[config.mk]
export PLATFORM = sky130hd
export DESIGN_NAME = pwm_ctrl
export DESIGN_NICKNAME = d
export VERILOG_FILES = /design/src/rtl/pwm_ctrl.sv
export SDC_FILE = /design/constraint.sdc
export NUM_CORES = 1
export LEC_CHECK = 0
export ABC_AREA = 1
export ABC_CLOCK_PERIOD_IN_PS = 3700
export BUFFER_PORTS_ARGS = -buffer_cell sky130_fd_sc_hd__clkbuf_2
export CAP_MARGIN = 20
export CORE_MARGIN = 1
export CORE_UTILIZATION = 57
export CTS_CLUSTER_SIZE = 40
export DETAILED_ROUTE_END_ITERATION = 6
export PLACE_DENSITY_LB_ADDON = 0.15
export SETUP_SLACK_MARGIN = 0.4
export SYNTH_ARGS = -nofsm -noshare
export SYNTH_HDL_FRONTEND = slang
export SYNTH_SLANG_ARGS = --single-unit
[constraint.sdc]
create_clock -name clk_i -period 3.7 [get_ports clk_i]
set_clock_uncertainty 0.05 [all_clocks]
set_input_delay 0.555 -clock clk_i [delete_from_list [all_inputs] [get_ports clk_i]]
set_output_delay 0.555 -clock clk_i [all_outputs]
set_load 0.03 [all_outputs]
[src/rtl/pwm_ctrl.sv]
// PWM configuration controller: bus register file with per-channel shadow settings that
// commit atomically to all channels at a timebase wrap. Macro PWM_CTRL_IRQ_EN adds irq_o.
module pwm_ctrl #(
    parameter int NumCh   = 12,
    parameter int CtrSize = 8
) (
    input  logic                     clk_i,
    input  logic                     rst_ni,
    input  logic                     device_req_i,
    input  logic [31:0]              device_addr_i,
    input  logic                     device_we_i,
    input  logic [3:0]               device_be_i,
    input  logic [31:0]              device_wdata_i,
    output logic                     device_rvalid_o,
    output logic [31:0]              device_rdata_o,
    output logic                     device_err_o,
    output logic [NumCh*CtrSize-1:0] pulse_width_o,
    output logic [NumCh*CtrSize-1:0] max_counter_o,
    output logic [NumCh-1:0]         pwm_en_o,
    output logic                     sync_o,
    output logic                     irq_o
);
    typedef logic [CtrSize-1:0] ctr_t;

    logic [NumCh-1:0] r_en;
    ctr_t             r_timebase;
    ctr_t             r_tb_cnt;
    logic             r_pending;
    logic             r_done;
    logic             r_sync;
    ctr_t             r_pw_sh  [NumCh];
    ctr_t             r_mc_sh  [NumCh];
    ctr_t             r_pw_act [NumCh];
    ctr_t             r_mc_act [NumCh];
    logic             r_rvalid;
    logic             r_err;
    logic [31:0]      r_rdata;
`ifdef PWM_CTRL_IRQ_EN
    logic             r_irq_en;
`endif

    logic [11:0] w_off;
    logic [4:0]  w_ch;
    logic        w_sel_ctrl;
    logic        w_sel_status;
    logic        w_sel_commit;
    logic        w_sel_tb;
    logic        w_sel_ch;
    logic        w_hit;
    logic        w_wr;
    logic [31:0] w_bmask;
    logic [31:0] w_cur;
    logic [31:0] w_merged;
    logic        w_wrap;
    logic        w_commit;
    logic        w_unused;

    assign w_off        = device_addr_i[11:0];
    assign w_ch         = w_off[7:3];
    assign w_sel_ctrl   = (w_off == 12'h000);
    assign w_sel_status = (w_off == 12'h004);
    assign w_sel_commit = (w_off == 12'h008);
    assign w_sel_tb     = (w_off == 12'h00C);
    assign w_sel_ch     = (w_off[11:8] == 4'h1) && (w_off[1:0] == 2'b00) && (int'(w_ch) < NumCh);
    assign w_hit        = w_sel_ctrl | w_sel_status | w_sel_commit | w_sel_tb | w_sel_ch;
    assign w_wr         = device_req_i & device_we_i & w_hit;

    assign w_bmask  = {{8{device_be_i[3]}}, {8{device_be_i[2]}},
                       {8{device_be_i[1]}}, {8{device_be_i[0]}}};
    // Byte-enabled write: unselected bytes keep the register's current value.
    assign w_merged = (w_cur & ~w_bmask) | (device_wdata_i & w_bmask);
    assign w_unused = ^{device_addr_i[31:12], w_merged};

    assign w_wrap   = (r_tb_cnt >= r_timebase);
    assign w_commit = r_pending & w_wrap;

    // Read view of the addressed register; fields are zero-extended to 32 bits.
    always_comb begin
        // NOTE: default first so no decode path leaves w_cur unassigned (no latch).
        w_cur = '0;
        if (w_sel_ctrl) begin
            w_cur[NumCh-1:0] = r_en;
`ifdef PWM_CTRL_IRQ_EN
            w_cur[31] = r_irq_en;
`endif
        end else if (w_sel_status) begin
            w_cur[1:0] = {r_done, r_pending};
        end else if (w_sel_tb) begin
            w_cur[CtrSize-1:0] = r_timebase;
        end else if (w_sel_ch) begin
            for (int i = 0; i < NumCh; i++) begin
                if (w_ch == 5'(i)) begin
                    w_cur[CtrSize-1:0] = w_off[2] ? r_mc_sh[i] : r_pw_sh[i];
                end
            end
        end
    end

    always_ff @(posedge clk_i or negedge rst_ni) begin
        if (!rst_ni) begin
            r_en       <= '0;
            r_timebase <= '1;
            r_tb_cnt   <= '0;
            r_pending  <= 1'b0;
            r_done     <= 1'b0;
            r_sync     <= 1'b0;
`ifdef PWM_CTRL_IRQ_EN
            r_irq_en   <= 1'b0;
`endif
            // NOTE: shadow/active arrays are configuration flops with defined reset
            // values (not a RAM), so every element is reset explicitly.
            for (int i = 0; i < NumCh; i++) begin
                r_pw_sh[i]  <= '0;
                r_mc_sh[i]  <= '1;
                r_pw_act[i] <= '0;
                r_mc_act[i] <= '1;
            end
        end else begin
            r_tb_cnt <= w_wrap ? '0 : r_tb_cnt + ctr_t'(1);
            r_sync   <= w_commit;

            if (w_wr && w_sel_ctrl) begin
                r_en <= w_merged[NumCh-1:0];
`ifdef PWM_CTRL_IRQ_EN
                r_irq_en <= w_merged[31];
`endif
            end
            if (w_wr && w_sel_tb) begin
                r_timebase <= w_merged[CtrSize-1:0];
            end

            if (w_commit) begin
                r_pending <= 1'b0;
            end else if (w_wr && w_sel_commit && device_be_i[0]) begin
                r_pending <= 1'b1;
            end

            if (w_commit) begin
                r_done <= 1'b1;
            end else if (w_wr && w_sel_status && device_be_i[0] && device_wdata_i[1]) begin
                r_done <= 1'b0;
            end

            // NOTE: non-blocking assignments make every active register take the
            // pre-edge shadow, so a shadow write in the commit cycle stays in the shadow.
            for (int i = 0; i < NumCh; i++) begin
                if (w_commit) begin
                    r_pw_act[i] <= r_pw_sh[i];
                    r_mc_act[i] <= r_mc_sh[i];
                end
                if (w_wr && w_sel_ch && (w_ch == 5'(i))) begin
                    if (w_off[2]) r_mc_sh[i] <= w_merged[CtrSize-1:0];
                    else          r_pw_sh[i] <= w_merged[CtrSize-1:0];
                end
            end
        end
    end

    always_ff @(posedge clk_i or negedge rst_ni) begin
        if (!rst_ni) begin
            r_rvalid <= 1'b0;
            r_err    <= 1'b0;
            r_rdata  <= '0;
        end else begin
            r_rvalid <= device_req_i;
            r_err    <= device_req_i & ~w_hit;
            r_rdata  <= (device_req_i && !device_we_i && w_hit) ? w_cur : '0;
        end
    end

    always_comb begin
        pulse_width_o = '0;
        max_counter_o = '0;
        for (int i = 0; i < NumCh; i++) begin
            pulse_width_o[i*CtrSize +: CtrSize] = r_en[i] ? r_pw_act[i] : '0;
            max_counter_o[i*CtrSize +: CtrSize] = r_mc_act[i];
        end
    end

    assign device_rvalid_o = r_rvalid;
    assign device_err_o    = r_err;
    assign device_rdata_o  = r_rdata;
    assign pwm_en_o        = r_en;
    assign sync_o          = r_sync;

`ifdef PWM_CTRL_IRQ_EN
    assign irq_o = r_done & r_irq_en;
`else
    assign irq_o = 1'b0;
`endif

endmodule

==> reports/results.txt, run 1 <==
Post-synth EDFFs = 0
Tmin final = 3.11 ns
Unique cell type count in the Yosys netlist = 42
Largest net degree at the start of global routing = 183
Cts bufs inserted = 45
Placed cells = 3182
Initial antenna violation count = 4
Die W = 191 um
Remaining global-route overflow = 0
Net Sw Frac = 23.4%
Core area = 34900 um^2
Post-Synthesis Cell Area = 20400 um^2
CTS tree = built
Clock power share = 45.3%
Final Non-Filler Cells = 3263
Clock latency at the later pin of the worst-skew pair = 0.55 ns
NumNets Final = 2855
Area growth from synthesis to layout = 15.2%
Layout cell share with drive strength beyond 1 = 22.6%
Most used DFF post-synth = dfrtp_1
Synth top cells by count = nand2_1, inv_1, dfrtp_1, nand3_1, dfstp_2
Hold buffer count at cts = 0
Final wirelength = 63600 um
Vias in the first global route = 17300
Mapped Cells = 2556
Worst rel slew slack = 29.8%
Most frequent cell after synthesis = nand2_1
Flop2flop setup slack = 0.59 ns
Gr usage total = 35.3%
Final slew viol count = 0
Max cap viols = 0
Peak VDD IR = 0.314 mV
Syn. warnings = 0
Crit path required time = 4.05 ns
First-pass GRT wire length = 97800 um
Gate power share = 4.8%
Asr flop ratio synth = 100%
Top cells by area, synth = dfrtp_1, dfstp_2, nand2_1
Post-synthesis register bit count = 429
Initial Utilization = 58.6%
Routed vias/inst = 5.67
Power Dens Cells = 401 nW/um^2
Die Area = 36600 um^2
# rows = 68
Die Y = 191 um
First-pass DRT Iterations = 6
RePlAce Congestion = 0.960
DP HPWL = 42900 um
DR WL/cell = 19.5 um
CTS clock-pin slew for the worst setup and hold paths = 0.06 ns
Worst setup startpoint = r_timebase[1]
Final Power = 0.00943 W
Setup crit start kind = flip-flop
Cell Int Power = 0.00723 W
WP data arrival = 3.46 ns
H-tree depth = 2
Measured slew at the worst slew-check pin = 1.05 ns
Final setup viols = 0
Root buf cell = clkbuf_16
Outcome = completed
Via Count = 18500
CP Capture Type = flip-flop
Sequential power share = 49.9%
RSZ-0062 raised after global routing = true
Hold Path Class = input pin to async pin
Number of remaining DRC errors = 0
P_leak = 12.6 nW
Setup Total Neg Slack = 0 ns
Clk sinks = 429
Final ANT Viol Nets = 0
Ports = 312
Maximum clock path buffer count = 3
Post-synth top area cell = dfrtp_1
Cts repair resizes = 0
I/O Buffers = 248
DRT iter0 DRCs = 2315
Endpoints failing hold = 0
Avg Inst Size Synth = 7.99 um^2
Critical R2R Launch = r_timebase[1]
Register area share after synthesis = 53.8%
Peak Freq = 0.322 GHz
CP Max Fanout = 182
Period utilisation layout = 84.0%
Top cell type's share of synthesized area = 28.1%
Setup Crit Path Kind = flip-flop to flip-flop
Switching power = 0.00221 W
Post-CTS setup buffer count = 0
critical path, cell delays in order (launching register included):
cell and delay, ns:
dfstp_2 0.55, inv_1 0.06, ha_1 0.29, a21boi_0 0.12, o21a_1 0.17, o21a_1 0.17, o211ai_1 0.16, nand2_1 0.09
a21oi_1 0.22, o21bai_4 0.15, nand2_4 0.14, buf_12 0.49, o21ai_0 0.18
cell families after synthesis:
group	Yosys count	synth area share [%]
adders and majority gates	9	0.551
DFF	429	53.8
AOI/OAI and AO/OA	227	6.35
and+or+nand+nor	1472	30.7
xor gates and xnor gates	2	0.0858
other	1	0.0184
buffers and inverters	416	8.53
placed cells by master (no fill, tap or decap), types with 2 or more instances in the layout:
cell and instances:
xor2_1 2, nand3_1 207, a31oi_1 14, inv_1 243, clkinv_2 8, a211oi_1 6
conb_1 21, nor2_4 5, clkbuf_2 246, clkbuf_1 17, o211ai_1 43, nand3b_1 6
nand4_2 8, o21ai_0 135, nor3_4 21, nand4_1 7, dfrtp_1 229, nor2_1 41
clkbuf_16 45, clkinv_1 2, clkbuf_8 6, buf_4 33, nand3_2 2, a21oi_1 23
nand2_1 1154, nand2_2 2, or2_2 7, ha_1 9, diode_2 2, buf_12 16
o21a_1 2, nor3b_1 2, nor3_1 3, dfstp_2 200, nand2_4 2, inv_2 26
layer usage:
layer	global-route usage (%)	vias up	part of all wire, %
li1	-	8375	-
met5	0	-	0.049
met2	50.7	1114	43
met1	52.2	8834	42
met3	8.11	165	12
met4	12.6	4	3.3
registers in the layout, indices dropped and copies added, names as in the netlist, 8 cells and up:
name            count
max_counter_o      96
device_rdata_o     12
r_timebase          8
r_pw_sh            96
r_tb_cnt            8
pwm_en_o           12
r_mc_sh            96
r_pw_act           96
path summary, 6_finish.rpt:
path                                          end  depth (start not counted)
worst min register to register  max_counter_o[31]                          2
max in group asynchronous       max_counter_o[29]                          2
min in group clk_i                device_rvalid_o                          1
worst max-delay path                 r_pw_act[67]                         12
worst min-delay path                 r_pw_act[68]                          1
worst max register to register       r_pw_act[67]                         12
power by group through the flow:
| stage | Combinational, W | Clock (W) | Sequential, W |
|---|---|---|---|
| floorplan | 0.000210 | 0 | 0.00478 |
| global placement | 0.000438 | 0 | 0.00478 |
| detailed placement | 0.000442 | 0 | 0.00478 |
| CTS | 0.000443 | 0.00431 | 0.00470 |
| global route | 0.000481 | 0.00450 | 0.00470 |
| finish | 0.000454 | 0.00427 | 0.00470 |
cell type report:
type,count,area (um^2)
Antenna cell,2,5.00
Clock buffer,68,1270
Clock inverter,11,86.3
Fill cell,2954,11300
Inverter,271,1020
Multi-Input combinational cell,1731,7790
Sequential cell,429,11000
Tap cell,455,569
Timing Repair Buffer,296,1810
per-stage QoR:
stage / setup slack, ns / instance area [um^2] / hold slack [ns] / utilization [%]
final: 0.592 / 23500 / 0.0537 / 67.5
after global routing: 0.390 / 23500 / 0.105 / 67.5
after CTS: 0.574 / 23500 / 0.0713 / 67.4
after detailed placement: 0.318 / 22200 / 0.406 / 63.5
after global placement: 0.391 / 22200 / 0.404 / 63.5
after floorplan: 1.01 / 20500 / 0.209 / -
Note: power is estimated with default switching activity, not from simulation.
==> run 2: changes to the inputs <==
--- a/config.mk
+++ b/config.mk
@@ -6,11 +6,11 @@
 export NUM_CORES = 1
 export LEC_CHECK = 0
 export ABC_AREA = 1
-export ABC_CLOCK_PERIOD_IN_PS = 3700
+export ABC_CLOCK_PERIOD_IN_PS = 2600
 export BUFFER_PORTS_ARGS = -buffer_cell sky130_fd_sc_hd__clkbuf_2
 export CAP_MARGIN = 20
 export CORE_MARGIN = 1
-export CORE_UTILIZATION = 57
+export CORE_UTILIZATION = 52
 export CTS_CLUSTER_SIZE = 40
 export DETAILED_ROUTE_END_ITERATION = 6
 export PLACE_DENSITY_LB_ADDON = 0.15
==> constraint.sdc (replaced) <==
create_clock -name clk_i -period 2.6 [get_ports clk_i]
set_clock_uncertainty 0.05 [all_clocks]
set_input_delay 0.39 -clock clk_i [delete_from_list [all_inputs] [get_ports clk_i]]
set_output_delay 0.39 -clock clk_i [all_outputs]
set_load 0.03 [all_outputs]
==> run 2 against run 1 <==
  * The flow now finishes with violations (setup timing)
  * Design area increased by 19%
  * Core utilization increased by 4.8 points
  * Via count is 7.4% higher
  * First-iteration DRC count is 7.5% lower
  * Critical path depth increased by 1
  * Global-route usage down 0.37 points
  * Largest power group is now clock
==> reports/results.txt, run 2 (synthesized netlist as in run 1, its figures left out) <==
Outcome = finished, violations left
Failing checks = setup timing
Slack of the critical path = -0.0342 ns
Final Non-Filler Cells = 3556
Ports = 312
Maximum clock path buffer count = 3
Power Dens Cells = 520 nW/um^2
P_leak = 14.5 nW
Die Y = 200 um
Final setup viols = 47
Final slew viol count = 0
Endpoints failing hold = 0
DP HPWL = 45500 um
Setup Total Neg Slack = -0.682 ns
Via Count = 19900
Clock latency at the later pin of the worst-skew pair = 0.56 ns
Remaining global-route overflow = 0
Measured slew at the worst slew-check pin = 0.721 ns
Placed cells = 3395
Tmin final = 2.63 ns
Peak Freq = 0.380 GHz
Layout cell share with drive strength beyond 1 = 37.4%
DR WL/cell = 20.9 um
WP data arrival = 3.01 ns
Initial antenna violation count = 0
Die W = 200 um
Number of remaining DRC errors = 0
DRT iter0 DRCs = 2142
Core area = 38700 um^2
Die Area = 40100 um^2
Hold Path Class = input pin to flip-flop
CP Max Fanout = 10
Initial Utilization = 52.7%
Min Hold Slack = 0.0981 ns
Period utilisation layout = 101%
Cts bufs inserted = 46
CTS tree = built
NumNets Final = 3083
Worst rel slew slack = 51.9%
Met1 Use GR = 50.0%
Crit path required time = 2.97 ns
Met3 usage = 6.15%
Final wirelength = 74400 um
Largest net degree at the start of global routing = 65
Grt met2 use = 53.1%
Most common cell after layout, fill and taps aside = nand2_1
RSZ-0062 raised after global routing = true
CP Capture Type = flip-flop
RePlAce Congestion = 0.932
Setup crit start kind = flip-flop
First-pass DRT Iterations = 6
Most frequent cells in the layout = nand2_1, clkbuf_2, inv_1
Setup Crit Path Kind = flip-flop to flip-flop
Gr usage total = 34.9%
H-tree depth = 2
CTS clock-pin slew for the worst setup and hold paths = 0.06 ns
Final Instance Area = 28000 um^2
First-pass GRT wire length = 109000 um
Vias in the first global route = 18700
GR peak layer = met2
Root buf cell = clkbuf_16
Clk sinks = 429
Area growth from synthesis to layout = 37.1%
Post-DP Area = 23800 um^2
Max cap viols = 0
Routed vias/inst = 5.58
Final ANT Viol Nets = 0
# rows = 72
I/O Buffers = 248
Peak VDD IR = 0.470 mV
==> run 2: cell types whose count changed in the layout (fill, tap and decap cells not counted), moves of 26 or more <==
cell and delta:
buf_4 +137, nand2_4 +34, buf_12 +28, nand2_1 -148, nand3_1 -53, o21ai_0 -88
nand2_2 +112, clkbuf_16 +26, o21ai_1 +54, o21ai_2 +32, nand3_2 +47
==> run 2: per-layer routing <==
layer	routed length, um	vias up
li1	-	8856
met1	30200	9587
met2	33600	1196
met3	7430	219
met4	3070	0
met5	0	-
==> run 2: critical path, cell delays in order, from the launching register on <==
cell	delay [ns]
dfstp_2	0.54
inv_2	0.05
ha_4	0.19
a21boi_2	0.15
o21a_1	0.17
o21a_1	0.17
o211ai_1	0.15
nand2_1	0.09
a21oi_2	0.18
o21bai_4	0.11
nand2_8	0.18
buf_12	0.19
buf_4	0.17
o21ai_0	0.10
==> run 2: final timing paths <==
path                              startpoint                end  slack (ns)  cells after the start
min reg2reg                max_counter_o[14]  max_counter_o[14]        0.41                      2
max in group asynchronous             rst_ni  max_counter_o[46]        1.22                      3
min in group asynchronous             rst_ni       r_pw_act[53]        0.36                      2
max reg2reg                    r_timebase[1]       r_pw_act[52]       -0.03                     13
min                        device_wdata_i[9]        pwm_en_o[9]         0.1                      5
max                            r_timebase[1]       r_pw_act[52]       -0.03                     13
==> run 2: timing repair <==
| action | 4_1_cts | 5_1_grt |
|---|---|---|
| gates resized for setup | 106 | 271 |
| hold buffers | 2 | 0 |
| endpoints found under the setup margin | 417 | 444 |
| pin swaps | 27 | 67 |
| buffers inserted | 15 | 16 |
| gates cloned | 17 | 27 |
| endpoints found under the hold margin | 28 | 0 |
==> run 2: final cells by class <==
cell class / instances / area, um^2
Fill cell: 2869 / 10700
Multi-Input combinational cell: 1731 / 8940
Inverter: 271 / 1060
Clock inverter: 22 / 313
Tap cell: 518 / 648
Sequential cell: 429 / 11000
Clock buffer: 61 / 1290
Timing Repair Buffer: 523 / 4780
Antenna cell: 1 / 2.50
==> run 2: power by group <==
group          total, W  internal [W]  leakage, nW  switching (W)
clock           0.00700       0.00419        0.772        0.00281
combinational  0.000880      0.000262         8.51       0.000618
sequential      0.00669       0.00669         5.25    0.000000682
total            0.0146        0.0111         14.5        0.00342
==> run 2: through the flow <==
stage	total power, W	worst slack [ns]	utilization, %
global placement	0.00754	-0.370	61.3
CTS	0.0146	0.0503	68.1
detailed placement	0.00755	-0.396	61.3
global route	0.0149	-0.117	72.3
floorplan	0.00711	0.135	-
finish	0.0146	-0.0342	72.3
